$ cat src/rtl/tqvp_affinex_stream.sv
// Streaming affine transform x' = a*x+b*y+tx, y' = d*x+e*y+ty between two point FIFOs, one shared multiplier.
// Pop-to-result 6 cycles, 1 point / 7 cycles; engine waits for output space, host pushes into a full input FIFO are dropped.

module tqvp_affinex_fifo #(
  parameter int W     = 32,
  parameter int DEPTH = 4
) (
  input  logic                   clk,
  input  logic                   rst_n,
  input  logic                   clr_i,
  input  logic                   push_i,
  input  logic [W-1:0]           dat_i,
  input  logic                   pop_i,
  output logic [W-1:0]           dat_o,
  output logic [$clog2(DEPTH):0] count_o,
  output logic                   full_o,
  output logic                   empty_o
);
  localparam int AW = $clog2(DEPTH);
  localparam logic [AW:0] FULL_CNT = DEPTH[AW:0];

  logic [W-1:0]  mem_q [DEPTH];
  logic [AW-1:0] wr_ptr_q, rd_ptr_q;
  logic [AW:0]   count_q;

  always_ff @(posedge clk or negedge rst_n) begin
    if (!rst_n) begin
      wr_ptr_q <= '0;
      rd_ptr_q <= '0;
      count_q  <= '0;
      for (int i = 0; i < DEPTH; i++) mem_q[i] <= '0;
    end else if (clr_i) begin
      wr_ptr_q <= '0;
      rd_ptr_q <= '0;
      count_q  <= '0;
    end else begin
      if (push_i) begin
        mem_q[wr_ptr_q] <= dat_i;
        wr_ptr_q        <= wr_ptr_q + 1'b1;
      end
      if (pop_i) rd_ptr_q <= rd_ptr_q + 1'b1;
      if (push_i != pop_i) count_q <= push_i ? count_q + 1'b1 : count_q - 1'b1;
    end
  end

  assign dat_o   = mem_q[rd_ptr_q];
  assign count_o = count_q;
  assign full_o  = (count_q == FULL_CNT);
  assign empty_o = (count_q == '0);
endmodule

module tqvp_affinex_stream #(
  parameter int WIDTH = 16,
  parameter int FRAC  = 8,
  parameter int DEPTH = 4
) (
  input  logic        clk,
  input  logic        rst_n,
  input  logic [7:0]  ui_in,
  output logic [7:0]  uo_out,
  input  logic [5:0]  address,
  input  logic [31:0] data_in,
  input  logic [1:0]  data_write_n,
  input  logic [1:0]  data_read_n,
  output logic [31:0] data_out,
  output logic        data_ready,
  output logic        user_interrupt
);
  localparam int PW = 2 * WIDTH;
  localparam int SW = 2 * WIDTH + 2;
  localparam int CW = $clog2(DEPTH) + 1;

  typedef enum logic [1:0] {S_IDLE, S_MUL, S_SUM, S_WRITE} state_t;

  state_t                   state_q;
  logic [1:0]               stage_q;
  logic signed [WIDTH-1:0]  a_q, b_q, d_q, e_q, tx_q, ty_q, x_q, y_q, sx_q, sy_q;
  logic signed [PW-1:0]     p_q [4];
  logic                     en_q, sat_q, irq_en_q, done_q, push_ovf_q, arith_ovf_q;

  logic                     wr_en, rd_en, ctrl_wr, stat_wr, push_wr, flush, start, busy;
  logic                     in_push, in_full, in_empty, out_push, out_pop, out_full, out_empty;
  logic [PW-1:0]            in_dat, out_dat;
  logic [CW-1:0]            in_count, out_count;
  logic signed [WIDTH-1:0]  op_c, op_v, pop_x, pop_y;
  logic signed [PW-1:0]     prod;
  logic signed [SW-1:0]     sum_x, sum_y, res_x, res_y;
  logic [WIDTH:0]           fx, fy;
  logic                     unused_ok;

  assign wr_en   = (data_write_n != 2'b11);
  assign rd_en   = (data_read_n != 2'b11);
  assign ctrl_wr = wr_en && (address == 6'h00);
  assign stat_wr = wr_en && (address == 6'h04);
  assign push_wr = wr_en && (address == 6'h20);
  assign flush   = ctrl_wr && data_in[3];
  assign busy    = (state_q != S_IDLE);

  // Fullness is sampled before the engine's same-cycle pop, so a push into a full FIFO is always dropped.
  assign in_push  = push_wr && !in_full;
  assign start    = (state_q == S_IDLE) && en_q && !in_empty && !out_full && !flush;
  assign out_push = (state_q == S_WRITE) && !flush;
  assign out_pop  = rd_en && (address == 6'h24) && !out_empty;

  tqvp_affinex_fifo #(.W(PW), .DEPTH(DEPTH)) u_in_fifo (
    .clk(clk), .rst_n(rst_n), .clr_i(flush), .push_i(in_push),
    .dat_i({data_in[16 +: WIDTH], data_in[WIDTH-1:0]}), .pop_i(start),
    .dat_o(in_dat), .count_o(in_count), .full_o(in_full), .empty_o(in_empty)
  );

  tqvp_affinex_fifo #(.W(PW), .DEPTH(DEPTH)) u_out_fifo (
    .clk(clk), .rst_n(rst_n), .clr_i(flush), .push_i(out_push),
    .dat_i({sy_q, sx_q}), .pop_i(out_pop),
    .dat_o(out_dat), .count_o(out_count), .full_o(out_full), .empty_o(out_empty)
  );

  always_comb begin
    op_c = a_q;
    op_v = x_q;
    case (stage_q)
      2'd1:    begin op_c = b_q; op_v = y_q; end
      2'd2:    begin op_c = d_q; op_v = x_q; end
      2'd3:    begin op_c = e_q; op_v = y_q; end
      default: ;
    endcase
  end

  assign prod = PW'(op_c) * PW'(op_v);

  // Shift the summed products once so rounding matches a single wide accumulate.
  assign sum_x = (SW'(p_q[0]) + SW'(p_q[1])) >>> FRAC;
  assign sum_y = (SW'(p_q[2]) + SW'(p_q[3])) >>> FRAC;
  assign res_x = sum_x + SW'(tx_q);
  assign res_y = sum_y + SW'(ty_q);

  function automatic logic [WIDTH:0] fit(input logic signed [SW-1:0] v, input logic sat);
    logic             ovf;
    logic [WIDTH-1:0] r;
    ovf = !((&v[SW-1:WIDTH-1]) || !(|v[SW-1:WIDTH-1]));
    r   = v[WIDTH-1:0];
    if (sat && ovf) r = v[SW-1] ? {1'b1, {(WIDTH-1){1'b0}}} : {1'b0, {(WIDTH-1){1'b1}}};
    return {ovf, r};
  endfunction

  assign fx = fit(res_x, sat_q);
  assign fy = fit(res_y, sat_q);

  always_ff @(posedge clk or negedge rst_n) begin
    if (!rst_n) begin
      state_q <= S_IDLE;
      stage_q <= '0;
      x_q     <= '0;
      y_q     <= '0;
      sx_q    <= '0;
      sy_q    <= '0;
      for (int i = 0; i < 4; i++) p_q[i] <= '0;
    end else if (flush) begin
      state_q <= S_IDLE;
      stage_q <= '0;
    end else begin
      case (state_q)
        S_IDLE: if (start) begin
          x_q     <= in_dat[WIDTH-1:0];
          y_q     <= in_dat[PW-1:WIDTH];
          stage_q <= '0;
          state_q <= S_MUL;
        end
        S_MUL: begin
          p_q[stage_q] <= prod;
          stage_q      <= stage_q + 2'd1;
          if (stage_q == 2'd3) state_q <= S_SUM;
        end
        S_SUM: begin
          sx_q    <= fx[WIDTH-1:0];
          sy_q    <= fy[WIDTH-1:0];
          state_q <= S_WRITE;
        end
        default: state_q <= S_IDLE;
      endcase
    end
  end

  always_ff @(posedge clk or negedge rst_n) begin
    if (!rst_n) begin
      {en_q, sat_q, irq_en_q, done_q, push_ovf_q, arith_ovf_q} <= '0;
      {a_q, b_q, d_q, e_q, tx_q, ty_q} <= '0;
    end else begin
      if (ctrl_wr) {irq_en_q, sat_q, en_q} <= data_in[2:0];
      if (wr_en) begin
        case (address)
          6'h08:   a_q  <= data_in[WIDTH-1:0];
          6'h0C:   b_q  <= data_in[WIDTH-1:0];
          6'h10:   d_q  <= data_in[WIDTH-1:0];
          6'h14:   e_q  <= data_in[WIDTH-1:0];
          6'h18:   tx_q <= data_in[WIDTH-1:0];
          6'h1C:   ty_q <= data_in[WIDTH-1:0];
          default: ;
        endcase
      end
      if (flush)                          done_q <= 1'b0;
      else if (out_push && in_empty)      done_q <= 1'b1;
      else if (stat_wr && data_in[3])     done_q <= 1'b0;
      if (push_wr && in_full)             push_ovf_q <= 1'b1;
      else if (stat_wr && data_in[4])     push_ovf_q <= 1'b0;
      if (state_q == S_SUM && !flush && (fx[WIDTH] || fy[WIDTH])) arith_ovf_q <= 1'b1;
      else if (stat_wr && data_in[5])     arith_ovf_q <= 1'b0;
    end
  end

  assign pop_x = out_dat[WIDTH-1:0];
  assign pop_y = out_dat[PW-1:WIDTH];

  always_comb begin
    data_out = '0;
    case (address)
      6'h00: data_out = {29'd0, irq_en_q, sat_q, en_q};
      6'h04: data_out = {16'd0, 4'(out_count), 4'(in_count), 2'd0,
                         arith_ovf_q, push_ovf_q, done_q, out_empty, in_full, busy};
      6'h08: data_out = 32'(a_q);
      6'h0C: data_out = 32'(b_q);
      6'h10: data_out = 32'(d_q);
      6'h14: data_out = 32'(e_q);
      6'h18: data_out = 32'(tx_q);
      6'h1C: data_out = 32'(ty_q);
      6'h24: if (!out_empty) data_out = {16'(pop_y), 16'(pop_x)};
      default: ;
    endcase
  end

  assign uo_out         = {5'b0, done_q, busy, 1'b0};
  assign data_ready     = 1'b1;
  assign user_interrupt = irq_en_q & done_q;
  assign unused_ok      = &{1'b0, ui_in, data_in};
endmodule

$ cat config.mk
export PLATFORM = sky130hd
export DESIGN_NAME = tqvp_affinex_stream
export DESIGN_NICKNAME = d
export VERILOG_FILES = /design/src/rtl/tqvp_affinex_stream.sv
export SDC_FILE = /design/constraint.sdc
export NUM_CORES = 2
export LEC_CHECK = 0
export CORE_AREA = 5 5 263 265
export DETAILED_ROUTE_END_ITERATION = 10
export DIE_AREA = 0 0 268 270
export PLACE_DENSITY = 0.88
export SETUP_SLACK_MARGIN = 0.15
export SLEW_MARGIN = 40
export SYNTH_ARGS = -nofsm -noshare
export SYNTH_HDL_FRONTEND = slang
export SYNTH_HIERARCHICAL = 1
export SYNTH_SLANG_ARGS = --single-unit
export TNS_END_PERCENT = 1
$ cat constraint.sdc
create_clock -name clk -period 20 [get_ports clk]
set_input_delay 2 -clock clk [delete_from_list [all_inputs] [get_ports clk]]
set_output_delay 2 -clock clk [all_outputs]
set_load 0.01 [all_outputs]
# ---- Yosys cells after proc, flatten, opt, wreduce, memory -nomap -nowiden
# Index checks and enable logic that the tools add are counted.
dict set report word_totals {
  reg_bits 568
  word_cells 208
  inputBits 52
}
dict set report op_classes {
  n_mul 1
  bitwise_logic 7
  n_addsub 13
  n_lt_le_gt_ge 8
  muxes 51
  eq_ne 23
  n_reduce_logical 69
}
# operator count
set ops {}
lappend ops {{$bwmux W128} 3}
lappend ops {{$pmux W32 S9} 1}
lappend ops {{$mux W32} 8}
lappend ops {{$demux W32 S2} 3}
lappend ops {{$bmux W32 S2} 2}
lappend ops {{$mux W16} 5}
lappend ops {{$add A32 B32 Y33} 2}
lappend ops {{$add A25 B16 Y26} 2}
lappend ops {{$pmux W16 S3} 1}
lappend ops {{$reduce_and A19 Y1} 2}
lappend ops {{$reduce_or A19 Y1} 2}
lappend ops {{$mul A16 B16 Y32} 1}
lappend ops {{$mux W2} 13}
lappend ops {{$eq A6 B5 Y1 const B} 4}
lappend ops {{$logic_and A1 B1 Y1} 24}
lappend ops {{$reduce_and A2 Y1} 12}
lappend ops {{$mux W3} 6}
lappend ops {{$reduce_bool A2 Y1} 9}
lappend ops {{$ge A3 B3 Y1 const B} 5}
lappend ops {{$not A2 Y3} 5}
lappend ops {{$eq A6 B4 Y1 const B} 2}
lappend ops {{$eq A6 B6 Y1 const B} 2}
lappend ops {{$add A2 B1 Y2 const B} 5}
lappend ops {{$logic_not A1 Y1} 9}
lappend ops {{23 further kinds} 44}

# ---- Depth between registers and ports, before layout
dict set report logic_depth {
  ltp_word 9
  mapped_depth 31
  ltp_nobuf 29
}

# ---- By module
# Netlist, hierarchy kept.
# module area_per_inst_um2 seq_area_each_um2 cells_each n_inst
set modules_own_cells {}
lappend modules_own_cells {tqvp_affinex_stream 27553.9 7457.2 2752 1}
lappend modules_own_cells {tqvp_affinex_fifo 6002.0 3378.2 352 2}

# ---- Worst setup path before layout
# No wires, ideal clock.
dict set report synth_path {
  kind {flip-flop to flip-flop}
  start {register stage_q[0]}
  end {register p_q[126] (netlist bit)}
  arrival_ns 7.544
  stages_incl_launch_ff 29
  setup_slack_ns 12.317
  path_buffers 3
  setup_ns 0.139
  t_required_ns 19.861
  synth_period_minus_slack_ns 7.683
  path_cell_list {dfrtp_1 ha_1 clkbuf_1 nor2_1 clkbuf_1 mux2i_1 clkbuf_1 nor2_1 fa_1 inv_1 fa_1 fa_1 inv_1 fa_1 fa_1 inv_1 fa_1 inv_1 ha_1 a21o_1 a211o_1 nand2_1 o21ai_0 nor2_1 a31oi_1 o41ai_1 nor2_1 a311oi_1 o21ai_0}
}
dict set report synth_via {
  elab_chain_len 6
  word_cells_on_any_way 14
}
# item line
set synth_rtl {}
lappend synth_rtl {{start, declared} 76} ;# logic [1:0] stage_q;
lappend synth_rtl {{start signal, assigned} 170} ;# stage_q <= stage_q + 2'd1;
lappend synth_rtl {{parallel branches: the longest is 5 deep, another holds $mul A16 B16 Y32} n/a}
lappend synth_rtl {{$bwmux W128 *} 169} ;# p_q[stage_q] <= prod;
lappend synth_rtl {{end signal, assigned by index} 169}
lappend synth_rtl {{end, declared} 78} ;# logic signed [PW-1:0] p_q [4];
# Every way passes the cells marked *.
# A chain may end at the register's enable or synchronous reset.

# ---- Worst setup path in the final report
dict set report layout_path {
  start {register stage_q[0]}
  end {register p_q[62] (netlist bit)}
}
# Same word-level chain as after synthesis.

==> results.json <==
{
  "grt_first_pass_wirelength_mm": 163,
  "yosysSeqAreaShare_pct": 35.9,
  "vias": 28200,
  "syn-mean-instance-area_um2": 11.4,
  "cts.sinks": 568,
  "yosys_warnings": 6,
  "first_iter_violations": 2615,
  "insertion_delay_ps": 640,
  "slew_headroom_pct": 39.0,
  "routed_wl_mm": 102,
  "io_buffer_count": 78,
  "area_delta_synth_final_pct": 8.84,
  "status": "finished clean",
  "synthArstFlopShare_pct": 100,
  "p_sw_share_pct": 44.7,
  "p_sw_mw": 2.82,
  "ys_seq_elements": 568,
  "numCtsBuffers": 56,
  "finalHoldViolations": 0,
  "setup_viol": 0,
  "post_drt_wl_per_cell_um": 23.2,
  "reg_top3": "p_q x128, u_in_fifo/mem_q x128, u_out_fifo/mem_q x128",
  "synth_fa_ha_area_share_pct": 20.2,
  "fillers": 4517,
  "max_freq_mhz": 116,
  "drc": 0,
  "peakVddDrop_mv": 0.106,
  "io_pins": 94,
  "ant_nets": 0,
  "syn_area_um2": 39600,
  "start_util_pct": 59.4,
  "period_share_pct": 43.2,
  "drive_above_1_share_pct": 20.8,
  "gp_congestion": 0.938,
  "dieArea_um2": 72400,
  "cts_root_buffer": "clkbuf_16",
  "synth_compound_area_share_pct": 8.61,
  "dp_hpwl_mm": 72.9,
  "drv_cap": 0,
  "grt_pass1_vias": 29700,
  "synth-edff-count": 0,
  "place_inst": 4307,
  "startpoint_type": "flip-flop",
  "internal_power_mw": 3.49,
  "crit_type": "flip-flop to flip-flop",
  "skew_ps": 38.8,
  "p_leak_nw": 21.4,
  "fp.coreArea_um2": 66600,
  "critPathMaxFanout": 24,
  "holdBufCountCts": 0,
  "placed_area_um2": 41100,
  "slew_violations": 0,
  "powerDensity_nw_per_um2": 146,
  "h-tree-depth": 2,
  "cts_tree": "built",
  "path_clk_slew_ps": 60,
  "rsz0062_at_grt": "false",
  "grt_start_max_net_pins": 81,
  "design_area_um2": 43100,
  "power_mw": 6.30,
  "dieWidth_um": 268,
  "die_h_um": 270,
  "fin_crit_ps": 8630,
  "ctsResizeCount": 0,
  "cts_buffer_depth": 3,
  "cts_setup_buffers": 0,
  "syn_inst": 3456,
  "final.setup.worst_slack_ps": 11370,
  "post-route-util_pct": 64.7,
  "pwr-share-clk_pct": 17.6,
  "synth.area.mux_share_pct": 19.2,
  "grt_use_total_pct": 28.3,
  "synth_top_flop_cell": "dfrtp_1",
  "antenna_found_initial": 1,
  "seqPwrFrac_pct": 27.4,
  "yosys.area_share.simple_pct": 8.21,
  "dr.pass1.iters": 8,
  "min_path_type": "flip-flop to flip-flop",
  "grt-ovfl-total": 0,
  "finalNetCount": 4022,
  "tightestPinTransition_ps": 912,
  "vias_per_cell": 6.39,
  "place_ws_ps": 11340,
  "multiInputGateArea_um2": 23400,
  "regArea_um2": 14200,
  "synthXorXnorAreaFrac_pct": 2.66,
  "hold_slack_ps": 480,
  "comb_power_share_pct": 55.0,
  "synth_top_family_by_area": "adder cells",
  "instances_no_fill": 4409,
  "num_rows": 95,
  "critPathCaptureType": "flip-flop",
  "fin_setup_tns_ps": 0,
  "critPathRequiredTime_ps": 20460,
  "synth.distinct_cells": 96,
  "crit_arrival_ps": 9090
}
==> logic make-up (layout without fill, tap and decap cells) <==
| family | after synthesis | count (layout) |
|---|---|---|
| AND/OR/NAND/NOR | 712 | 712 |
| multiplexers | 613 | 613 |
| flip-flops | 568 | 568 |
| AO/OA/AOI/OAI | 483 | 483 |
| buffers and inverters | 480 | 554 |
| adder cells (fa/ha/maj) | 478 | 478 |
| XOR/XNOR | 120 | 120 |
| other | 2 | 8 |
==> per-layer routing <==
| layer | global-route usage, % | vias up | wire length, um |
|---|---|---|---|
| met3 | 6.88 | 406 | 9880 |
| li1 | - | 12100 | - |
| met1 | 36.3 | 14200 | 38200 |
| met2 | 45.0 | 1542 | 48000 |
| met5 | 0 | - | 13 |
| met4 | 14.7 | 2 | 6260 |
==> power groups by stage <==
stage / combinational (mW) / sequential (mW) / clock (mW)
after floorplan: 2.45 / 1.61 / 0
after global placement: 3.18 / 1.70 / 0
after detailed placement: 3.33 / 1.73 / 0
after CTS: 3.39 / 1.72 / 1.12
after global routing: 3.77 / 1.76 / 1.17
final: 3.46 / 1.73 / 1.11
==> path summary, 6_finish.rpt <==
| path | start | end | slack (ps) | cells past startpoint |
|---|---|---|---|---|
| setup / recovery | stage_q[0]$_DFFE_PN0P_ | p_q[62]$_DFFE_PN0P_ | 11370 | 26 |
| setup reg to reg | stage_q[0]$_DFFE_PN0P_ | p_q[62]$_DFFE_PN0P_ | 11370 | 26 |
| min in group asynchronous | rst_n | u_in_fifo/mem_q[45]$_DFFE_PN0P_ | 1290 | 1 |
| max in group asynchronous | rst_n | u_out_fifo/mem_q[83]$_DFFE_PN0P_ | 16920 | 3 |
| hold / removal | p_q[64]$_DFFE_PN0P_ | p_q[64]$_DFFE_PN0P_ | 480 | 2 |
| hold reg to reg | p_q[64]$_DFFE_PN0P_ | p_q[64]$_DFFE_PN0P_ | 480 | 2 |
==> worst max-delay path: stages (launching register included) <==
cell      delay, ps
dfrtp_1         450
ha_2            400
nor2_2          180
buf_4           410
mux2i_1         790
nor2_1          150
fa_1            570
inv_1            50
fa_1            530
inv_1            50
fa_1            520
fa_1            460
fa_1            500
inv_1            50
fa_1            470
inv_1            40
ha_1            360
a21o_1          210
a211o_1         300
nand2_1          60
o21ai_0          70
nor2_1          220
a31oi_1         160
o41ai_1         640
nor2_1          140
a311oi_2        480
o21ai_0         180
==> synthesized netlist by cell type (all sizes together) (7+ instances only) <==
master | n | area, um2
a211oi | 19 | 165
a21boi | 7 | 52.6
a21o | 39 | 293
a21oi | 105 | 533
a221o | 31 | 315
a221oi | 8 | 87.6
a222oi | 8 | 80.1
a22oi | 60 | 455
a31oi | 13 | 109
and2 | 11 | 68.8
and3 | 10 | 62.6
buf | 78 | 563
clkbuf | 69 | 263
dfrtp | 568 | 14200
fa | 266 | 5330
ha | 212 | 2650
inv | 333 | 1250
mux2 | 511 | 5750
mux2i | 38 | 380
mux4 | 64 | 1440
nand2 | 265 | 1060
nand2b | 33 | 206
nand3 | 43 | 215
nand4 | 18 | 113
nor2 | 243 | 912
nor2b | 13 | 96.4
nor3 | 29 | 145
o211ai | 20 | 165
o21a | 26 | 195
o21ai | 91 | 455
o21bai | 8 | 60.1
or2 | 9 | 56.3
xnor2 | 87 | 762
xor2 | 33 | 289
==> cells in the final DEF, fill, tap and decap left out, types with 77 or more instances in the layout <==
cell type	Yosys	layout
dfrtp_1	568	566
mux2_2	465	465
a21oi_1	103	103
clkdlybuf4s50_1	0	77
o21ai_0	84	82
inv_1	333	333
xnor2_1	87	87
fa_1	266	266
ha_1	212	209
nand2_1	256	256
nor2_1	243	242
==> layout make-up <==
| cell class | instances | share of cell area [%] |
|---|---|---|
| Inverter | 333 | 2.90 |
| Sequential cell | 568 | 33.0 |
| Multi-Input combinational cell | 2413 | 54.4 |
| Timing Repair Buffer | 120 | 2.70 |
| Tap cell | 873 | 2.54 |
| Antenna cell | 1 | 0.00581 |
| Clock buffer | 77 | 3.62 |
| Clock inverter | 24 | 0.802 |
(Power assumes the default switching activity.)
